===== src/rtl/rc_pot_scheduler.sv =====
// rc_pot_scheduler: time-shares one charge/measure engine over NCH RC pot pins, reporting counts on valid/ready.
// Define RCP_CHAN_MASK_EN to add chan_mask, which skips disabled channels during the scan.
module rc_pot_scheduler #(
    parameter int NCH           = 4,
    parameter int CW            = 24,
    parameter int CHARGE_TICKS  = 12000,
    parameter int TIMEOUT_TICKS = 2**20
) (
    input  logic                   clki,
    input  logic                   resetn,
    input  logic                   enable,
    input  logic [NCH-1:0]         pin_in,
`ifdef RCP_CHAN_MASK_EN
    input  logic [NCH-1:0]         chan_mask,
`endif
    output logic [NCH-1:0]         drive_hi,
    output logic                   busy,
    output logic                   res_valid,
    input  logic                   res_ready,
    output logic [$clog2(NCH)-1:0] res_chan,
    output logic [CW-1:0]          res_value,
    output logic                   res_timeout
);
    localparam int CHW = $clog2(NCH);
    typedef enum logic [1:0] {IDLE, CHARGE, MEASURE, REPORT} state_t;
    state_t state_q, state_d;
    logic [CHW-1:0] chan_q, chan_d, res_chan_q, res_chan_d, cand, sel;
    logic [CW-1:0] cnt_q, cnt_d, res_value_q, res_value_d;
    logic res_timeout_q, res_timeout_d, found;
    logic [NCH-1:0] pin_m_q, pin_m_d, pin_s_q, pin_s_d, mask, rot;
    logic [CHW:0] sum;
`ifdef RCP_CHAN_MASK_EN
    assign mask = chan_mask;
`else
    assign mask = '1;
`endif
    // Next enabled channel at or after the candidate, wrapping; smallest offset wins.
    always_comb begin
        cand = (state_q == REPORT) ? ((chan_q == CHW'(NCH-1)) ? '0 : chan_q + 1'b1) : chan_q;
        rot = NCH'({mask, mask} >> cand);
        found = 1'b0;
        sum = {1'b0, cand};
        for (int i = NCH-1; i >= 0; i--) begin
            if (rot[i]) begin
                found = 1'b1;
                sum = {1'b0, cand} + (CHW+1)'(i);
            end
        end
        sel = (sum >= (CHW+1)'(NCH)) ? CHW'(sum - (CHW+1)'(NCH)) : CHW'(sum);
    end
    always_comb begin
        pin_m_d = pin_in;
        pin_s_d = pin_m_q;
        state_d = state_q;
        chan_d = chan_q;
        cnt_d = cnt_q;
        res_chan_d = res_chan_q;
        res_value_d = res_value_q;
        res_timeout_d = res_timeout_q;
        case (state_q)
            IDLE: begin
                cnt_d = '0;
                if (enable && found) begin
                    state_d = CHARGE;
                    chan_d = sel;
                end
            end
            CHARGE: begin
                cnt_d = (cnt_q == CW'(CHARGE_TICKS-1)) ? '0 : cnt_q + 1'b1;
                state_d = (cnt_q == CW'(CHARGE_TICKS-1)) ? MEASURE : CHARGE;
            end
            MEASURE: begin
                cnt_d = cnt_q + 1'b1;
                // A low pin wins over the timeout when both land on the same cycle.
                if (!pin_s_q[chan_q] || cnt_q == CW'(TIMEOUT_TICKS-1)) begin
                    state_d = REPORT;
                    cnt_d = '0;
                    res_chan_d = chan_q;
                    res_timeout_d = pin_s_q[chan_q];
                    res_value_d = pin_s_q[chan_q] ? CW'(TIMEOUT_TICKS) : cnt_q;
                end
            end
            default: begin
                cnt_d = '0;
                if (res_ready) begin
                    chan_d = sel;
                    state_d = (enable && found) ? CHARGE : IDLE;
                end
            end
        endcase
    end
    always_ff @(posedge clki) begin
        if (!resetn) begin
            state_q <= IDLE;
            chan_q <= '0;
            cnt_q <= '0;
            res_chan_q <= '0;
            res_value_q <= '0;
            res_timeout_q <= 1'b0;
            pin_m_q <= '0;
            pin_s_q <= '0;
        end else begin
            state_q <= state_d;
            chan_q <= chan_d;
            cnt_q <= cnt_d;
            res_chan_q <= res_chan_d;
            res_value_q <= res_value_d;
            res_timeout_q <= res_timeout_d;
            pin_m_q <= pin_m_d;
            pin_s_q <= pin_s_d;
        end
    end
    assign drive_hi = (state_q == CHARGE) ? NCH'(1) << chan_q : '0;
    assign busy = state_q != IDLE;
    assign res_valid = state_q == REPORT;
    assign res_chan = res_chan_q;
    assign res_value = res_value_q;
    assign res_timeout = res_timeout_q;
endmodule


===== config.mk =====
export PLATFORM = sky130hd
export DESIGN_NAME = rc_pot_scheduler
export DESIGN_NICKNAME = d
export VERILOG_FILES = /design/src/rtl/rc_pot_scheduler.sv
export SDC_FILE = /design/constraint.sdc
export NUM_CORES = 1
export LEC_CHECK = 0
export BUFFER_PORTS_ARGS = -buffer_cell sky130_fd_sc_hd__buf_2
export CAP_MARGIN = 20
export CORE_MARGIN = 5
export CORE_UTILIZATION = 55
export CTS_BUF_LIST = sky130_fd_sc_hd__clkbuf_16
export CTS_CLUSTER_SIZE = 30
export DETAILED_ROUTE_END_ITERATION = 10
export PLACE_DENSITY = 0.86
export SLEW_MARGIN = 20
export SYNTH_ARGS = -nofsm -noshare
export SYNTH_HDL_FRONTEND = slang
export SYNTH_SLANG_ARGS = --single-unit

===== constraint.sdc =====
create_clock -name clki -period 2.2 [get_ports clki]
set_input_delay 0.33 -clock clki [delete_from_list [all_inputs] [get_ports clki]]
set_output_delay 0.33 -clock clki [all_outputs]
set_load 0.03 [all_outputs]

==> run summary, run 1 <==
status: completed
Via density: 5.63
Comb pwr share: 5.1%
Hold Fails Final Rpt: 0
fin. max-slew vios: 0
TritonCTS Buffers: 9
drt pass-1 iters: 4
clock power share: 51.7%
Setup TNS Final: 0 ps
drt drc: 0
Final nets: 316
total chip power: 2.69 mW
crit path kind: flip-flop to flip-flop
Setup violations, final: 0
Hold Crit Class: primary input to flip-flop
insertion delay to the later sink of the worst-skew pair: 330 ps
largest area contributor in the netlist: dfxtp_1
internal power: 2.08 mW
top-area cell type share of the netlist area: 48.1%
sequential cell area: 1260 sq um
fmax: 486 MHz
RSZ-0062 raised after global routing: false
DP HPWL: 3.63 mm
via count: 2017
clk buf depth: 2
1st-iter DRT viols: 126
async set-reset flop share out of synthesis: 0%
Multi-input gate area: 1280 sq um
Post-synth top cells: dfxtp_1 (63), nor2_1 (25), a22o_2 (18)
post-synth net total: 262
Hold Buf Count CTS: 0
H-tree Lvls: 3
GRT Util Overall: 19.0%
antenna violations before repair: 0
Synth Register Bits: 63
Clock Tree Root: clkbuf_16
Mapped Cells: 245
count leader, synth: dfxtp_1
worst rel slew slack: 54.6%
sequential area share after synthesis: 48.1%
largest net degree at the start of global routing: 24
MaxCap Viol Count: 0
core footprint: 4660 sq um
Sw Pwr: 613 uW
share of cells above drive strength 1: 34.9%
Worst setup EP type: flip-flop
Max IR drop VDD: 497 uV
sw frac: 22.8%
crit path DAT: 2270 ps
Synth cell types: 40
Post-Route WL: 5.35 mm
Layout Utilization: 68.9%
CTS tree: yes
min cycle time layout: 2060 ps
drt wl/cell: 14.9 um
Area contributors post-synth: dfxtp_1 (48%), a22o_2 (6.9%), xor2_1 (4.7%)
pre-CTS setup slack: -44.9 ps
FILL cells: 342
Routed Antenna Nets: 0
die area: 6250 sq um
clock sinks: 63
gpl congestion: 0.803
clk_skew: 6.53 ps
Ports: 41
main flop type after synthesis: dfxtp_1
Starting Density: 56.3%
EDFF count, synth: 0
Synth Area per Inst: 10.7 sq um
Mapped Area: 2620 sq um
fin crit share: 93.5%
P per Cell Area: 838 nW/um^2
Worst-Margin Slew: 673 ps
die width: 79.1 um
Clock transition at path regs: 60 ps
Die Ht: 79.1 um
CP Launch Type: flip-flop
CP required: 2410 ps
row count: 25
Critical Path Fanout Max: 16
YS warnings: 0
PortBufs: 40
vias in the first global route: 2091
P_leak: 1.35 nW
Area Overhead vs Synth: 22.4%
first-pass GRT wire length: 9.25 mm
Diodes inserted: 0
setup ws final: 142 ps
grt ovf: 0
sequential power share: 43.2%
==> routing by layer <==
layer	routed length [um]	track usage [%]	vias to the layer above
met5	0	0	-
met4	135	10.1	0
met3	286	5.22	15
met2	2570	32.2	60
met1	2360	21.7	962
li1	-	-	980
==> power by group through the flow <==
stage / Clock, mW / Combinational (mW) / Sequential (mW)
2_1_floorplan: 0 / 0.104 / 1.18
3_3_place_gp: 0 / 0.130 / 1.19
3_5_place_dp: 0 / 0.133 / 1.19
4_1_cts: 1.40 / 0.137 / 1.16
5_1_grt: 1.46 / 0.151 / 1.16
6_report: 1.39 / 0.138 / 1.16
==> cells in the final DEF, fill, tap and decap left out, types with 4 or more instances in the layout <==
cell / Yosys / layout
and3_1: 4 / 4
a22o_1: 5 / 5
buf_4: 0 / 10
a22o_2: 18 / 18
mux2i_1: 5 / 5
nor2_1: 25 / 25
clkbuf_16: 0 / 9
nand2_1: 8 / 8
buf_2: 2 / 40
and2_1: 12 / 12
ha_1: 9 / 9
inv_1: 8 / 8
nand3_1: 10 / 10
nor2_2: 12 / 11
dfxtp_1: 63 / 63
xnor2_1: 8 / 8
xor2_1: 14 / 14
nand4_1: 9 / 9
==> what timing repair did <==
| item | 4_1_cts | 5_1_grt |
|---|---|---|
| pin swaps | 0 | 1 |
| resized for setup | 1 | 1 |
| setup buffers | 0 | 2 |
| setup endpoints to repair | 23 | 9 |
==> flip-flops by register name, summed over array words and instances (netlist names), named ones only <==
signal,flops
cnt_q,24
res_value,24
pin_m_q,4
pin_s_q,4
res_chan,2
state_q,2
res_timeout,1
==> worst max-delay path, stage by stage, from the launching register on <==
cell and delay (ps):
dfxtp_1 430, ha_1 220, nand2_1 100, nor3_4 300
a41oi_2 280, o211ai_4 230, buf_4 270, nor2_1 90
==> path summary, 6_finish.rpt <==
check	from	endpoint	slack, ps	cells past startpoint
worst max-delay path	cnt_q[0]$_SDFF_PN0_	cnt_q[11]$_SDFF_PN0_	140	7
worst min-delay path	pin_in[2]	pin_m_q[2]$_SDFF_PN0_	200	2
worst max register to register	cnt_q[0]$_SDFF_PN0_	cnt_q[11]$_SDFF_PN0_	140	7
worst min register to register	pin_m_q[1]$_SDFF_PN0_	pin_s_q[1]$_SDFF_PN0_	430	1
==> metrics by stage <==
stage                     instances  instance area, sq um  hold slack (ps)
after floorplan                 245                  2620              412
after global placement          340                  2890              414
after detailed placement        340                  2890              419
after CTS                       356                  3200              201
after global routing            358                  3210              210
final                           358                  3210              204
==> cell type report <==
type / count / share of cell area [%]
Clock buffer: 9 / 7.01
Clock inverter: 7 / 2.30
Inverter: 8 / 0.935
Multi-Input combinational cell: 167 / 39.8
Sequential cell: 63 / 39.3
Tap cell: 54 / 2.10
Timing Repair Buffer: 50 / 8.57
==> cell families after synthesis <==
group	synth area share, %
buf+inv	3.39
fa+ha+maj	4.29
compound gates	13.4
flops	48.1
simple gates	20.8
xor+xnor	7.35
mux	2.77
No activity file was read; power rests on OpenSTA's default activity.
==> inputs of run 2 (changes only) <==
- REMOVE_ABC_BUFFERS: unset -> 1
==> run 2 against run 1 <==
  * Total power grew 3.3%
  * Largest power group unchanged
  * Core utilization grew 0.72 points
  * Critical endpoint is now cnt_q[18]$_SDFF_PN0_
  * Worst hold slack is essentially flat
  * Combinational power is essentially flat
  * Via count shrank 3.0%
  * Maximum frequency grew 2.6%
  * Setup slack gained 53 ps
  * Largest cell class unchanged
  * Sequential share of layout area shrank 0.41 points
  * Final cell count grew 0.28%
  * Sequential power is essentially flat
==> run summary, run 2 (synthesized netlist as in run 1, its figures left out) <==
Hold Crit Class: primary input to flip-flop
CP max-delay cell: dfxtp_1
fin crit share: 91.1% (-2.4 points)
Routed Antenna Nets: 0 (unchanged)
TritonCTS Buffers: 9 (unchanged)
most frequent cells in the layout: dfxtp_1 (63), buf_2 (40), nor2_1 (25)
Multi-input gate area: 1280 sq um (unchanged)
worst rel slew slack: 58.2% (+3.7 points)
die width: 79.1 um (unchanged)
Post-Route WL: 5.32 mm (-0.65%)
Hold EP: pin_m_q[3]$_SDFF_PN0_
antenna violations before repair: 0 (unchanged)
Layout Utilization: 69.6% (+0.72 points)
total chip power: 2.78 mW (+3.3%)
P_leak: 1.36 nW (+0.69%)
first-pass GRT wire length: 9.17 mm (-0.89%)
P per Cell Area: 857 nW/um^2 (+2.2%)
fmax: 499 MHz (+2.6%)
min cycle time layout: 2010 ps (-52.9 ps)
cell count after placement: 343 (+0.88%)
crit path DAT: 2220 ps (-50 ps)
DP HPWL: 3.55 mm (-2.2%)
Ports: 41 (unchanged)
Worst-Margin Slew: 618 ps (-54.5 ps)
post-CTS setup buffers: 0 (unchanged)
die area: 6250 sq um (unchanged)
GRT Util Overall: 19.0% (-0.031 points)
reg2reg setup slack: 190 ps (+50 ps)
cell count of the worst hold path: 2 (unchanged)
fin. max-slew vios: 0 (unchanged)
CTS tree: yes
row count: 25 (unchanged)
FILL cells: 374 (+9.4%)
drt drc: 0 (unchanged)
largest net degree at the start of global routing: 24 (unchanged)
vias in the first global route: 1979 (-5.4%)
most common cell after layout, fill and taps aside: dfxtp_1
clk buf depth: 2 (unchanged)
pre-CTS setup slack: 62.0 ps (+107 ps)
clk_skew: 5.30 ps (-1.23 ps)
setup ws final: 195 ps (+52.9 ps)
Worst setup EP type: flip-flop
Critical Path Fanout Max: 14 (-2)
Die Ht: 79.1 um (unchanged)
area post-placement: 2930 sq um (+1.2%)
CP Launch Type: flip-flop
PortBufs: 40 (unchanged)
insertion delay to the later sink of the worst-skew pair: 330 ps (about the same)
Clock transition at path regs: 50 ps (about the same)
Worst Reg-to-Reg Cells: 7 (unchanged)
CP required: 2410 ps (about the same)
Setup TNS Final: 0 ps (unchanged)
Via density: 5.45 (-3.3%)
reg2reg start: cnt_q[0]$_SDFF_PN0_
crit path kind: flip-flop to flip-flop
Clock Tree Root: clkbuf_16
r2r endpoint: cnt_q[18]$_SDFF_PN0_
MaxCap Viol Count: 0 (unchanged)
RSZ-0062 raised after global routing: false
Worst Hold Launch: pin_in[3]
share of cells above drive strength 1: 34.4% (-0.44 points)
via count: 1956 (-3.0%)
Hold Buf Count CTS: 0 (unchanged)
Setup violations, final: 0 (unchanged)
drt pass-1 iters: 4 (unchanged)
Diodes inserted: 0 (unchanged)
clock sinks: 63 (unchanged)
final instance area: 3240 sq um (+1.1%)
Final nets: 317 (+0.32%)
Min Hold Slack: 203 ps (-0.396 ps)
status: completed
drt wl/cell: 14.8 um (-0.93%)
Post-Layout Cell Count: 359 (+0.28%)
gpl congestion: 0.878 (+9.4%)
Max stage delay on crit path: 430 ps (about the same)
1st-iter DRT viols: 103 (-18%)
Max IR drop VDD: 940 uV (+89%)
H-tree Lvls: 3 (unchanged)
sequential cell area: 1260 sq um (unchanged)
CP cell instances: ha_1, nand2_1, nor3_4, a41oi_2, o211ai_4, buf_4, nor2_1
grt ovf: 0 (unchanged)
core footprint: 4660 sq um (unchanged)
Hold Fails Final Rpt: 0 (unchanged)
Starting Density: 56.3% (unchanged)
Area Overhead vs Synth: 23.7%
-- run 2: worst max-delay path by stage --
stage	from	to	slack, ps	cells past startpoint
2_1_floorplan	flip-flop	res_value[0]$_SDFFE_PN0P_	40	5
3_3_place_gp	cnt_q[0]$_SDFF_PN0_	res_value[11]$_SDFFE_PN0P_	80	6
3_5_place_dp	cnt_q[0]$_SDFF_PN0_	res_value[14]$_SDFFE_PN0P_	60	6
4_1_cts	cnt_q[0]$_SDFF_PN0_	cnt_q[18]$_SDFF_PN0_	180	7
5_1_grt	cnt_q[0]$_SDFF_PN0_	cnt_q[18]$_SDFF_PN0_	10	7
6_report	cnt_q[0]$_SDFF_PN0_	cnt_q[18]$_SDFF_PN0_	190	7
-- run 2: area by class of cell --
class                           count  area share [%]
Clock buffer                        9            6.94
Clock inverter                      7            2.70
Inverter                            8           0.926
Multi-Input combinational cell    167            39.4
Sequential cell                    63            38.9
Tap cell                           54            2.08
Timing Repair Buffer               51            9.10
-- run 2: repair_timing --
action / 4_1_cts / 5_1_grt
pin swaps: 0 / 0
resized for setup: 1 / 1
hold endpoints to repair: 0 / 0
setup endpoints to repair: 20 / 1
-- run 2: worst max-delay path: cells and delay by family (launching register included) --
kind	cells	cell delay [ps]
compound gates	2	460
flops	1	430
simple gates	3	450
buf+inv	1	240
fa+ha+maj	1	300
-- run 2: report_power, final --
part	leakage (nW)	total [mW]	switching [mW]	internal, mW
clock network	0.147	1.48	0.500	0.980
registers	0.509	1.16	0.00930	1.15
logic	0.708	0.135	0.0889	0.0464
-- run 2: routing by layer --
layer	track usage (%)	up-vias	wire [um]
met5	0	-	0
met4	9.28	0	140
met3	6.58	14	309
met2	30.0	50	2430
met1	22.9	913	2430
li1	-	979	-
